File: config.mk
export PLATFORM = sky130hd
export DESIGN_NAME = keypad_scan
export DESIGN_NICKNAME = d
export VERILOG_FILES = /design/src/rtl/keypad_pkg.sv /design/src/rtl/sync_2ff.sv /design/src/rtl/keypad_scan.sv
export SDC_FILE = /design/constraint.sdc
export NUM_CORES = 1
export LEC_CHECK = 0
export CAP_MARGIN = 20
export CORE_AREA = 8 8 71 73
export DETAILED_ROUTE_END_ITERATION = 16
export DIE_AREA = 0 0 79 81
export GPL_ROUTABILITY_DRIVEN = 0
export PLACE_DENSITY = 0.79
export SYNTH_ARGS = -nofsm -noshare
export SYNTH_HDL_FRONTEND = slang
export SYNTH_SLANG_ARGS = --single-unit
File: constraint.sdc
create_clock -name clk -period 2.45 [get_ports clk]
set_input_delay 0.49 -clock clk [delete_from_list [all_inputs] [get_ports clk]]
set_output_delay 0.49 -clock clk [all_outputs]
set_load 0.05 [all_outputs]
File: src/rtl/keypad_pkg.sv
// Shared definitions for the 4x4 matrix keypad scanner.
package keypad_pkg;

  localparam int unsigned KP_ROWS = 4;
  localparam int unsigned KP_COLS = 4;

  typedef enum logic [1:0] {
    StScan      = 2'd0,
    StPressDb   = 2'd1,
    StHeld      = 2'd2,
    StReleaseDb = 2'd3
  } kp_state_e;

  // Index of the lowest-numbered low (active) row; 0 when none is low.
  function automatic logic [1:0] prio_row(input logic [KP_ROWS-1:0] rs);
    logic [1:0] idx;
    idx = 2'd0;
    for (int i = KP_ROWS - 1; i >= 0; i--) begin
      if (!rs[i]) idx = 2'(i);
    end
    return idx;
  endfunction

endpackage

File: src/rtl/sync_2ff.sv
// Two-flop synchroniser for asynchronous board inputs.
module sync_2ff #(
  parameter int unsigned       WIDTH     = 1,
  parameter logic [WIDTH-1:0]  RESET_VAL = '0
) (
  input  logic             clk,
  input  logic             rst,
  input  logic [WIDTH-1:0] d,
  output logic [WIDTH-1:0] q
);

  logic [WIDTH-1:0] meta_q;
  logic [WIDTH-1:0] sync_q;

  // Metastability stage followed by the stable output stage.
  always_ff @(posedge clk or posedge rst) begin
    if (rst) begin
      meta_q <= RESET_VAL;
      sync_q <= RESET_VAL;
    end else begin
      meta_q <= d;
      sync_q <= meta_q;
    end
  end

  assign q = sync_q;

endmodule

File: src/rtl/keypad_scan.sv
// 4x4 active-low keypad scanner: column drive, per-key debounce, valid/ack key handoff.
module keypad_scan
  import keypad_pkg::*;
#(
  parameter int unsigned SCAN_DIV = 12000,
  parameter int unsigned DB_TICKS = 20
) (
  input  logic               clk,
  input  logic               rst,
  input  logic [KP_ROWS-1:0] row_n,
  output logic [KP_COLS-1:0] col_n,
  output logic [3:0]         key_code,
  output logic               key_valid,
  input  logic               key_ack,
  output logic               key_down,
  output logic               overrun
);

  localparam int unsigned    DivW     = $clog2(SCAN_DIV);
  localparam int unsigned    DcW      = $clog2(DB_TICKS + 1);
  localparam logic [DivW-1:0] DivMax  = DivW'(SCAN_DIV - 1);
  localparam logic [DcW-1:0]  DcOne   = DcW'(1);
  localparam logic [DcW-1:0]  DcTarget = DcW'(DB_TICKS);

  logic [KP_ROWS-1:0] rs;
  logic [DivW-1:0]    div_q, div_d;
  logic               tick;
  logic [1:0]         ci_q, ci_d;
  logic [KP_COLS-1:0] col_q, col_d;
  kp_state_e          state_q, state_d;
  logic [1:0]         r_q, r_d;
  logic [1:0]         c_q, c_d;
  logic [DcW-1:0]     dc_q, dc_d;
  logic               hit, row_low;
  logic               cap;
  logic [3:0]         cap_code;
  logic               down_q, down_d;
  logic [3:0]         code_q, code_d;
  logic               valid_q, valid_d;
  logic               overrun_q, overrun_d;

  sync_2ff #(
    .WIDTH     (KP_ROWS),
    .RESET_VAL ({KP_ROWS{1'b1}})
  ) u_row_sync (
    .clk (clk),
    .rst (rst),
    .d   (row_n),
    .q   (rs)
  );

  // Scan-tick divider: one tick every SCAN_DIV cycles.
  always_comb begin
    tick  = (div_q == DivMax);
    div_d = tick ? '0 : div_q + DivW'(1);
  end

  // Scan/debounce FSM; every transition is gated by tick.
  always_comb begin
    state_d = state_q;
    ci_d    = ci_q;
    r_d     = r_q;
    c_d     = c_q;
    dc_d    = dc_q;
    cap     = 1'b0;
    hit     = ~&rs;
    row_low = ~rs[r_q];
    if (tick) begin
      unique case (state_q)
        StScan: begin
          if (hit) begin
            r_d  = prio_row(rs);
            c_d  = ci_q;
            dc_d = DcOne;
            if (DcOne == DcTarget) begin
              cap     = 1'b1;
              state_d = StHeld;
            end else begin
              state_d = StPressDb;
            end
          end else begin
            ci_d = ci_q + 2'd1;
          end
        end
        StPressDb: begin
          if (row_low) begin
            dc_d = dc_q + DcOne;
            if (dc_q + DcOne == DcTarget) begin
              cap     = 1'b1;
              state_d = StHeld;
            end
          end else begin
            state_d = StScan;
            ci_d    = c_q + 2'd1;
          end
        end
        StHeld: begin
          if (!row_low) begin
            dc_d = DcOne;
            if (DcOne == DcTarget) begin
              state_d = StScan;
              ci_d    = c_q + 2'd1;
            end else begin
              state_d = StReleaseDb;
            end
          end
        end
        StReleaseDb: begin
          if (row_low) begin
            state_d = StHeld;
          end else if (dc_q + DcOne == DcTarget) begin
            state_d = StScan;
            ci_d    = c_q + 2'd1;
          end else begin
            dc_d = dc_q + DcOne;
          end
        end
        default: state_d = StScan;
      endcase
    end
    // r_d/c_d equal r_q/c_q in PRESS_DB, and hold the fresh hit in SCAN.
    cap_code = {r_d, c_d};
    col_d    = '1;
    col_d[ci_d] = 1'b0;
    down_d   = (state_d == StHeld) || (state_d == StReleaseDb);
  end

  // Key handoff: load on capture when free or being consumed, else flag overrun.
  always_comb begin
    code_d    = code_q;
    valid_d   = valid_q;
    overrun_d = overrun_q;
    if (cap) begin
      if (!valid_q || key_ack) begin
        code_d  = cap_code;
        valid_d = 1'b1;
      end else begin
        overrun_d = 1'b1;
      end
    end else if (key_ack && valid_q) begin
      valid_d   = 1'b0;
      overrun_d = 1'b0;
    end
  end

  // State and output registers.
  always_ff @(posedge clk or posedge rst) begin
    if (rst) begin
      div_q     <= '0;
      ci_q      <= 2'd0;
      col_q     <= 4'b1110;
      state_q   <= StScan;
      r_q       <= 2'd0;
      c_q       <= 2'd0;
      dc_q      <= '0;
      down_q    <= 1'b0;
      code_q    <= 4'h0;
      valid_q   <= 1'b0;
      overrun_q <= 1'b0;
    end else begin
      div_q     <= div_d;
      ci_q      <= ci_d;
      col_q     <= col_d;
      state_q   <= state_d;
      r_q       <= r_d;
      c_q       <= c_d;
      dc_q      <= dc_d;
      down_q    <= down_d;
      code_q    <= code_d;
      valid_q   <= valid_d;
      overrun_q <= overrun_d;
    end
  end

  assign col_n     = col_q;
  assign key_code  = code_q;
  assign key_valid = valid_q;
  assign key_down  = down_q;
  assign overrun   = overrun_q;

endmodule

==> impl_metrics.csv <==
group,metric,value,unit
drt,finalWirelength,3552,microns
drt,vias_per_cell,5.385,
worst_setup_path,r2r_slack,190,ps
run_status,status,"finished clean",
placement,io_buffers,17,
clocking,insertion_delay,290,ps
worst_setup_path,crit_path_start_kind,"flip-flop",
clocking,tritoncts,"built",
floorplan,die_area,6399,sq um
finish,antenna_cells,0,
timing,rsz0062_at_grt,"no",
finish,final_cell_mix,"35 x dfrtp_1, 19 x nand2_1, 17 x clkdlybuf4s50_1, 14 x nor2_1, 11 x dfstp_2",
global_route,met1_usage,15.40,%
synthesis,synth_seq_cells,46,
finish,fin_util,61.83,%
clocking,clock-root-buffer,"clkbuf_8",
floorplan,rows,23,
finish,final_common_cell,"dfrtp_1",
timing,hold_viol_final,0,
timing,finalCriticalPeriod,2256,ps
timing,max-slew-margin-rel,47.68,%
worst_setup_path,crit_fanout,5,
worst_setup_path,cp-end-kind,"flip-flop",
worst_setup_path,rr_worst_depth,6,
global_route,grt_max_degree,26,
power,leakagePower,1.051,nW
timing,slew_violations,0,
timing,finClkSkew,3.939,ps
worst_setup_path,setup.worst_path.end,"key_code[2]",
synthesis,synth_edf_count,0,
timing,setup_viol,0,
run,cap_viol_max_count,0,
floorplan,die_w,79,microns
floorplan,coreArea,3914,sq um
power,peakVddDrop,0.3704,mV
synthesis,ys.flop_type,"dfrtp_1",
finish,drive_gt1_share,20.00,%
clocking,path_clk_slew,80,ps
synthesis,synthArstFlopShare,100.0,%
worst_setup_path,r2r_start,"div_q[0]",
timing,tns,0,ps
synthesis,ys_warn_count,0,
drt,wl_per_cell,13.66,microns
clocking,clock_path_buffers,2,
global_route,track_usage,12.35,%
global_route,overflow,0,
drt,num_vias,1400,
timing,period_share,92.06,%
floorplan,floorplan.initialDensity,52.97,%
synthesis,seq_area_frac_synth,56.19,%
global_route,grt_pass1_wl,6320,microns
synthesis,synthCells,183,
drt,ant_nets,0,
finish,nets,218,
global_route,antenna_found_initial,0,
worst_setup_path,critPathLaunch,"div_q[0]",
global_route,grt.met3_usage,3.863,%
worst_setup_path,timing.rr.end,"key_code[2]",
synthesis,syn_area,2073,sq um
min_path,hold_class,"reg2reg",
placement,hpwlAfterDp,2589,microns
clocking,cts_buffers,5,
global_route,use_met2,19.80,%
synthesis,syn_nets,192,
global_route,grt_pass1_vias,1421,
finish,nFillCells,339,
drt,drc_errors,0,
clocking,cts_setup_buffers,0,
worst_setup_path,required,2630,ps
clocking,numClockSinks,46,
synthesis,yosys.cell_types.count,45,
worst_setup_path,crit_arrival,2440,ps
clocking,cts.htree.levels,2,
drt,drt_iter0_drc,66,
synthesis,avgSynthCellArea,11.33,sq um
worst_setup_path,path_class,"reg2reg",
finish,syn_to_final_growth,16.72,%
floorplan,io_pins,18,
drt,dr.pass1.iters,5,
power,power_density,526.6,nW/um^2
timing,max_freq,0.4434,GHz
global_route,busiest_layer,"met2",
timing,tightestPinTransition,780.0,ps
floorplan,dieHeight,81,microns
-- cell families (layout without fill, tap and decap cells) --
group / count (synthesis) / count (layout) / synth area share [%]
fa+ha+maj: 2 / 2 / 1.207
mux: 8 / 8 / 4.888
compound gates: 28 / 28 / 9.294
buf+inv: 13 / 40 / 3.500
flops: 46 / 46 / 56.19
simple gates: 74 / 74 / 19.86
xor+xnor: 12 / 12 / 5.070
-- Yosys cell counts (all sizes together), types with 4 or more instances --
library cell / count / area share, %
dfrtp: 35 / 42
nand3: 10 / 2.4
nand4: 4 / 1.2
inv: 9 / 1.6
dfstp: 11 / 14
nor2: 14 / 2.5
o21ai: 5 / 1.4
xor2: 9 / 3.8
a21oi: 8 / 1.9
nand2: 19 / 3.4
mux2: 7 / 3.8
nor3: 4 / 0.97
-- how the worst min path moves through the flow --
| stage | startpoint | to | slack, ps | cells after the start |
|---|---|---|---|---|
| CTS | u_row_sync.meta_q[1] | u_row_sync.q[1] | 360 | 0 |
| global route | u_row_sync.meta_q[2] | u_row_sync.q[2] | 360 | 0 |
| global placement | u_row_sync.meta_q[2] | u_row_sync.q[2] | 350 | 0 |
| floorplan | u_row_sync.meta_q[0] | u_row_sync.q[0] | 350 | 0 |
| finish | u_row_sync.meta_q[1] | u_row_sync.q[1] | 360 | 0 |
| detailed placement | u_row_sync.meta_q[1] | u_row_sync.q[1] | 350 | 0 |
-- critical path, cell delays in order, from the launching register on --
cell and delay [ps]:
dfrtp_1 400, ha_1 240, nand4_1 160, or4_4 620, nor4_4 310, o21ai_2 140
mux2_2 280
-- through the flow --
| step | cells | hold slack, ps | cell area [sq um] | power, mW | setup WS [ps] |
|---|---|---|---|---|---|
| 6_report | 260 | 357.1 | 2420 | 1.274 | 194.5 |
| 5_1_grt | 260 | 361.9 | 2420 | 1.324 | 11.23 |
| 3_5_place_dp | 252 | 346.8 | 2325 | 0.8271 | 107.3 |
| 2_1_floorplan | 183 | 345.2 | 2073 | 0.8061 | 215.2 |
| 4_1_cts | 260 | 358.2 | 2416 | 1.291 | 92.31 |
| 3_3_place_gp | 252 | 346.1 | 2325 | 0.8251 | 154.7 |
-- layer usage --
| layer | up-vias | routed length [microns] |
|---|---|---|
| met5 | - | 0 |
| met4 | 0 | 53 |
| met3 | 6 | 97 |
| met2 | 18 | 1750 |
| met1 | 673 | 1652 |
| li1 | 703 | - |
-- repair_timing --
action                                  CTS  global route
hold buffers                              0             0
endpoints found under the setup margin    0             5
resized for setup                         0             1
-- power by group --
part,internal [mW],switching (mW)
combinational,0.0146,0.0202
clock,0.228,0.236
sequential,0.771,0.00491
-- state kept, by name (all words and copies together), names as in the netlist --
register / count
key_code: 4
c_q: 2
div_q: 14
u_row_sync.q: 4
state_q: 2
u_row_sync.meta_q: 4
key_down: 1
overrun: 1
col_n: 4
r_q: 2
ci_q: 2
key_valid: 1
dc_q: 5
-- cell type report --
| type | count | area (sq um) | share of cell area [%] |
|---|---|---|---|
| multi-input cells | 124 | 839.6 | 34.69 |
| clock inverters | 1 | 5.005 | 0.2068 |
| repair buffers | 23 | 227.7 | 9.411 |
| flip-flops and latches | 46 | 1165 | 48.14 |
| well taps | 50 | 62.56 | 2.585 |
| clock buffers | 7 | 86.33 | 3.568 |
| inverters | 9 | 33.78 | 1.396 |
Note: power is estimated with default switching activity, not from simulation.
